==> src/rtl/arm_fetch_unit.sv <==
// Instruction fetch stage: one-outstanding word reads into a small prefetch queue,
// with the queue head presented to decode via valid/ready; redirects flush and restart.
module arm_fetch_unit #(
    parameter int unsigned DEPTH    = 2,
    parameter logic [31:0] RESET_PC = 32'h0000_0000
) (
    input  logic        clk,
    input  logic        rst,
    output logic        mem_req,
    output logic [31:0] mem_addr,
    input  logic        mem_ack,
    input  logic [31:0] mem_rdata,
    output logic        ir_valid,
    output logic [31:0] ir,
    output logic [31:0] ir_pc,
    input  logic        ir_ready,
    input  logic        redirect,
    input  logic [31:0] redirect_pc
);

    localparam int unsigned PW = (DEPTH > 1) ? $clog2(DEPTH) : 1;
    localparam int unsigned CW = $clog2(DEPTH + 1);

    typedef enum logic [1:0] {StIdle, StReq, StSquash} state_e;

    state_e          state_q, state_d;
    logic [31:0]     pc_q, pc_d;
    logic            mem_req_q, mem_req_d;
    logic [31:0]     mem_addr_q, mem_addr_d;
    logic [PW-1:0]   rd_q, rd_d, wr_q, wr_d;
    logic [CW-1:0]   count_q, count_d, left;
    logic            ir_valid_q, ir_valid_d;
    logic [31:0]     ir_q, ir_d, ir_pc_q, ir_pc_d;
    logic [31:0]     q_data [DEPTH];
    logic [31:0]     q_pc   [DEPTH];
    logic            fire, pop, push, space;
    logic [31:0]     target;
    logic            unused_pc_bits;

    assign unused_pc_bits = ^redirect_pc[1:0];

    always_comb begin
        fire   = mem_req_q && mem_ack;
        target = {redirect_pc[31:2], 2'b00};
        pop    = (count_q != '0) && ir_ready && !redirect;
        // Only a live (non-squashed) response is written into the queue.
        push   = fire && (state_q == StReq) && !redirect;
        left   = count_q - CW'(pop);

        if (redirect) begin
            rd_d    = '0;
            wr_d    = '0;
            count_d = '0;
        end else begin
            rd_d    = rd_q + PW'(pop);
            wr_d    = wr_q + PW'(push);
            count_d = left + CW'(push);
        end
        space = count_d < CW'(DEPTH);

        // Head of the queue after this cycle; hold the last values when it drains.
        ir_valid_d = count_d != '0;
        ir_d       = ir_q;
        ir_pc_d    = ir_pc_q;
        if (count_d != '0) begin
            if (left == '0) begin
                ir_d    = mem_rdata;
                ir_pc_d = mem_addr_q;
            end else begin
                ir_d    = q_data[rd_d];
                ir_pc_d = q_pc[rd_d];
            end
        end
    end

    always_comb begin
        state_d    = state_q;
        pc_d       = pc_q;
        mem_req_d  = mem_req_q;
        mem_addr_d = mem_addr_q;
        unique case (state_q)
            StIdle: begin
                if (redirect) begin
                    pc_d       = target;
                    mem_req_d  = 1'b1;
                    mem_addr_d = target;
                    state_d    = StReq;
                end else if (space) begin
                    mem_req_d  = 1'b1;
                    mem_addr_d = pc_q;
                    state_d    = StReq;
                end
            end
            StReq: begin
                if (redirect) begin
                    pc_d = target;
                    if (fire) begin
                        mem_req_d  = 1'b1;
                        mem_addr_d = target;
                    end else begin
                        state_d = StSquash;
                    end
                end else if (fire) begin
                    pc_d = mem_addr_q + 32'd4;
                    if (space) begin
                        mem_addr_d = mem_addr_q + 32'd4;
                    end else begin
                        mem_req_d = 1'b0;
                        state_d   = StIdle;
                    end
                end
            end
            StSquash: begin
                if (redirect) begin
                    pc_d = target;
                end
                // The stale word is dropped; fetch the latest target next.
                if (fire) begin
                    mem_req_d  = 1'b1;
                    mem_addr_d = redirect ? target : pc_q;
                    state_d    = StReq;
                end
            end
            default: begin
                state_d   = StIdle;
                mem_req_d = 1'b0;
            end
        endcase
    end

    always_ff @(posedge clk) begin
        if (rst) begin
            state_q    <= StIdle;
            pc_q       <= {RESET_PC[31:2], 2'b00};
            mem_req_q  <= 1'b0;
            mem_addr_q <= '0;
            rd_q       <= '0;
            wr_q       <= '0;
            count_q    <= '0;
            ir_valid_q <= 1'b0;
            ir_q       <= '0;
            ir_pc_q    <= '0;
        end else begin
            state_q    <= state_d;
            pc_q       <= pc_d;
            mem_req_q  <= mem_req_d;
            mem_addr_q <= mem_addr_d;
            rd_q       <= rd_d;
            wr_q       <= wr_d;
            count_q    <= count_d;
            ir_valid_q <= ir_valid_d;
            ir_q       <= ir_d;
            ir_pc_q    <= ir_pc_d;
        end
    end

    always_ff @(posedge clk) begin
        if (push && !rst) begin
            q_data[wr_q] <= mem_rdata;
            q_pc[wr_q]   <= mem_addr_q;
        end
    end

    assign mem_req  = mem_req_q;
    assign mem_addr = mem_addr_q;
    assign ir_valid = ir_valid_q;
    assign ir       = ir_q;
    assign ir_pc    = ir_pc_q;

endmodule

==> config.mk <==
export PLATFORM = sky130hd
export DESIGN_NAME = arm_fetch_unit
export DESIGN_NICKNAME = d
export VERILOG_FILES = /design/src/rtl/arm_fetch_unit.sv
export SDC_FILE = /design/constraint.sdc
export NUM_CORES = 1
export LEC_CHECK = 0
export CORE_MARGIN = 2
export CORE_UTILIZATION = 49
export CTS_CLUSTER_SIZE = 25
export DETAILED_ROUTE_END_ITERATION = 8
export PLACE_DENSITY = 0.86
export RECOVER_POWER = 100
export SYNTH_ARGS = -nofsm -noshare
export SYNTH_HDL_FRONTEND = slang
export SYNTH_SLANG_ARGS = --single-unit
==> constraint.sdc <==
create_clock -name clk -period 4.72 [get_ports clk]
set_input_delay 0.472 -clock clk [delete_from_list [all_inputs] [get_ports clk]]
set_output_delay 0.472 -clock clk [all_outputs]
set_load 0.01 [all_outputs]
[Word level (Yosys, flattened, before mapping)]
Memories as Yosys holds them, arrays and structs flattened.
Index checks and enable logic that the tools add are counted.
Storage, ports and cells
  bits in registers: 136
  memory bits (writable): 128
  input bits: 69
  word-level logic and storage cells: 80
  memories kept: 2
Memory list
  q_data: depth 2, width 32, read ports 1, clocked after memory_dff 0, wr ports 1, line 34  | logic [31:0] q_data [DEPTH];
  q_pc: depth 2, width 32, read ports 1, clocked after memory_dff 0, wr ports 1, line 35  | logic [31:0] q_pc [DEPTH];
Operators by class
  $add $sub $neg: 5
  $lt $le $gt $ge: 1
  eq/ne operators: 9
  multiplexer cells: 33
  reductions and logical operators: 20
Operators by type and width (count)
  2-to-1 mux 32 bit: 12
  one-hot mux 32 bit (3 select lines): 1
  one-hot mux 32 bit (2 select lines): 1
  adder 32 x 3 -> 32 bit (second input constant): 1
  2-to-1 mux 2 bit: 8
  != test 3 bit (second input constant): 5
  AND reduction 5 bit: 2
  2-to-1 mux 1 bit: 9
  logical AND 1 bit: 6
  one-hot mux 2 bit (3 select lines): 1
  nonzero test 2 bit: 3
  logical NOT 2 bit: 2
  != test 2 bit (second input constant): 2
  OR reduction 2 bit: 2
  one-hot mux 1 bit (3 select lines): 1
  AND reduction 3 bit: 1
  nonzero test 3 bit: 1
  adder 1 bit: 2
  adder 2 x 1 -> 2 bit: 1
  equality test 2 x 1 -> 1 bit (second input constant): 1
  equality test 2 bit (second input constant): 1
  logical NOT 1 bit: 2
  < comparator 2 bit (second input constant): 1
  AND reduction 2 bit: 1
  subtractor 2 x 1 -> 2 bit: 1

[Depth between registers and ports, before layout]
  word-level depth: 11
  mapped depth: 17
  gate-level depth less buffers: 10

[Worst setup path after synthesis]
Ideal clock, no wire load.
  path kind: input-to-reg
  start point: in redirect
  end point: mem q_data[0][0] (enable)
  library setup time: 0.487 ns
  arrival time: 4.226 ns
  required time: 4.233 ns
  setup slack: 0.007 ns
  stages: 5
  cell sequence: buf_2 > or3b_2 > nor2_1 > nand2_1 > nor2_1
On the way
  cells in the longest elaborated chain, start to end: 5
Ends and longest elaborated chain
  start: declaration: line 17  | input logic redirect,
  logical NOT 1 bit: line 47  | push = fire && (state_q == StReq) && !redirect;
  logical AND 1 bit: line 47
  logical AND 1 bit: line 158  | if (push && !rst) begin
  2-to-1 mux 1 bit: line 158
  2-to-1 mux 1 bit (not written as such): line 159  | q_data[wr_q] <= mem_rdata;
  end: declaration: line 34
No other way between the ends.

[Worst setup path after layout]
  start point: in redirect
  end point: reg pc_q[19]
On the way
  cells in the longest elaborated chain, start to end: 2
  elaborated cells between the ends (all ways): 5
Ends and longest elaborated chain
  2-to-1 mux 32 bit (tied with other cells)
  one-hot mux 32 bit (2 select lines) / AND reduction 2 bit (equally long branches)
  end signal: assignment: line 134  | pc_q <= {RESET_PC[31:2], 2'b00};
  end signal: assignment: line 145  | pc_q <= pc_d;
  end: declaration: line 27  | logic [31:0] pc_q, pc_d;
Parallel ways exist; a longest one is shown, timed or not.
A chain may end at the register's enable or synchronous reset.

==> flow_metrics.tcl <==
set metrics [dict create \
    route.detailed.drc 0 \
    worstSetupStartpointType "input port" \
    rsz0062_at_grt "no" \
    layout_commonest_cell "nand2_1" \
    fp.dieH_um 159 \
    synth_ff_type "dfxtp_1" \
    drive_gt1_share_pct 6.25 \
    grt_pass1_wl_um 53000 \
    grt_pass1_vias 9902 \
    max_slew_margin_pct -61.8 \
    vias 10300 \
    yosysSeqAreaShare_pct 55.8 \
    dp_slack_ns 1.07 \
    reg2regPathDepth 6 \
    drv_cap 1 \
    slew_viol_final 66 \
    synthCells 1166 \
    synth_fp_nets 1238 \
    timing.final.crit_period_ns 4.23 \
    clkTransAtPathRegs_ns 0.06 \
    cts.sinks 264 \
    fmax_ghz 0.237 \
    async_flop_share_pct 0 \
    drt-initial-drc-count 1244 \
    ys_ff_latch 264 \
    wl_per_cell_um 20.7 \
    tns_ns 0 \
    postLayoutCellArea_um2 14500 \
    dp_hpwl_um 21000 \
    fin_crit_sh_pct 89.5 \
    core_um2 23500 \
    cts_tree "done" \
    nNetsFinal 1348 \
    status "finished, violations left" \
    setup_slack_ns 0.494 \
    cp-end-kind "register" \
    seqCellArea_um2 6570 \
    cp.arrival_ns 4.68 \
    ys_warn_count 0 \
    worst_slew_pin_slew_ns 2.43 \
    clkLatencyLatePin_ns 0.53 \
    drt-total-wl_um 33400 \
    cts_made_buffers 27 \
    placed_cell_area_um2 13700 \
    antenna_left 0 \
    ir_drop_mv 0.207 \
    dieWidth_um 159 \
    setup_viol 0 \
    cp_max_fo 69 \
    viasPerCell 6.39 \
    p_total_mw 5.74 \
    ys_types 65 \
    fin_skew_ns 0.0142 \
    gp_congestion 0.905 \
    syn_area_per_cell_um2 10.1 \
    holdPathStages 2 \
    diodes 0 \
    io_buffers 164 \
    syn_area_um2 11800 \
    rows 56 \
    grt_use_total_pct 25.6 \
    worst-setup-path-type "in -> reg" \
    grt_start_max_net_pins 88 \
    worstPathRequired_ns 5.17 \
    violations "capacitance limit, slew limit" \
    io_pins 167 \
    cts_buffer_depth 3 \
    cts_hold_buf 0 \
    multiInputGateArea_um2 4710 \
    power.leakage_nw 5.14 \
    grt_overflow 0 \
    post_cts_buffers 0 \
    dieArea_um2 25300 \
    synth_edf_count 128 \
    powerDensity_nw_per_um2 397 \
    ctsHtreeMaxLevel 1 \
    n_fill_cell 1902 \
    clockRootBuffer "clkbuf_16" \
    initial_core_util_pct 50.0 \
    hold_viol_final 0 \
    area_growth_pct 22.9 \
    first_pass_iters 7 \
    cts_resized 0 \
    grt_antenna_before_repair 0 \
    hp-class "reg -> reg" \
    layout_common_cells "140 x nand2_1, 136 x dfxtp_1, 130 x dlygate4sd3_1, 128 x edfxtp_1, 108 x o21ai_0" \
]
==> cell usage after synthesis, types with 4 or more instances <==
cell type    n  area share, %
a21oi_1     40            1.7
dfxtp_1    136             23
nor2_1      62            2.0
nand4_1     12           0.64
or4_1       67            4.3
nor4_1       8           0.43
a211oi_1    20            1.3
o31ai_1      7           0.45
o21ai_0    109            4.6
o31a_1       7           0.52
clkbuf_1    94            3.0
o22ai_1      8           0.43
or3_1       46            2.4
inv_1       30           0.96
a222oi_1     4           0.34
xnor2_1     18            1.3
buf_2       11           0.47
and3_1      13           0.69
nand2_1    140            4.5
nand2b_1     7           0.37
and2_1       4           0.21
nand3_1     25            1.1
o221ai_1     4           0.30
nor3_1      15           0.64
edfxtp_1   128             33
a22oi_1     10           0.64
o311ai_0    68            5.1
a31oi_1      8           0.43
o32ai_1      6           0.45
==> area by class of cell <==
class | count | share of cell area, %
Inverter | 30 | 0.778
Tap cell | 319 | 2.76
Clock inverter | 10 | 0.536
Timing Repair Buffer | 188 | 12.6
Clock buffer | 39 | 5.33
Multi-Input combinational cell | 765 | 32.6
Sequential cell | 264 | 45.4
==> kinds of logic after synthesis <==
kind of cell    after synthesis  synth area share [%]
xor+xnor                     21                  1.69
mux                           3                 0.255
flops                       264                  55.8
simple gates                414                  18.5
compound gates              324                  18.9
buf+inv                     137                  4.55
fa+ha+maj                     3                 0.319
==> registers in the layout, summed over array words and instances (netlist names) <==
signal,count
count_q,2
ir,32
ir_pc,32
ir_valid,1
mem_addr,32
mem_req,1
pc_q,32
q_data,64
q_pc,64
rd_q,1
state_q,2
wr_q,1
==> final timing paths <==
path	endpoint	slack (ns)	startpoint
worst min-delay path	ir_pc[14]	0.44	ir_pc[14]
worst max register to register	q_pc[0][11]	0.65	state_q[1]
worst min register to register	ir_pc[14]	0.44	ir_pc[14]
worst max-delay path	pc_q[19]	0.49	redirect
==> routing by layer <==
layer	GRT usage, %	wire, µm
met5	0	0
met4	9.09	977
met3	4.40	3580
met2	41.3	15400
met1	35.1	13400
==> where the power goes <==
| group | switching [mW] | internal, mW | total (mW) |
|---|---|---|---|
| registers | 0.179 | 2.54 | 2.72 |
| clock network | 0.857 | 1.18 | 2.04 |
| logic | 0.593 | 0.384 | 0.977 |
==> stage by stage <==
step	utilization (%)	hold WS (ns)	std cells
detailed placement	58.0	0.441	1566
finish	61.4	0.443	1615
global placement	58.0	0.432	1566
global route	61.4	0.470	1615
CTS	61.6	0.456	1615
floorplan	-	0.438	1166
==> worst max-delay path, cell delays in order <==
cell and delay, ns:
buf_4 0.12, clkbuf_2 1.05, clkbuf_2 1.14, a21oi_1 0.28, a211oi_1 1.07, o221ai_1 0.28
a21oi_1 0.20
Power figures use the tool's default switching activity.
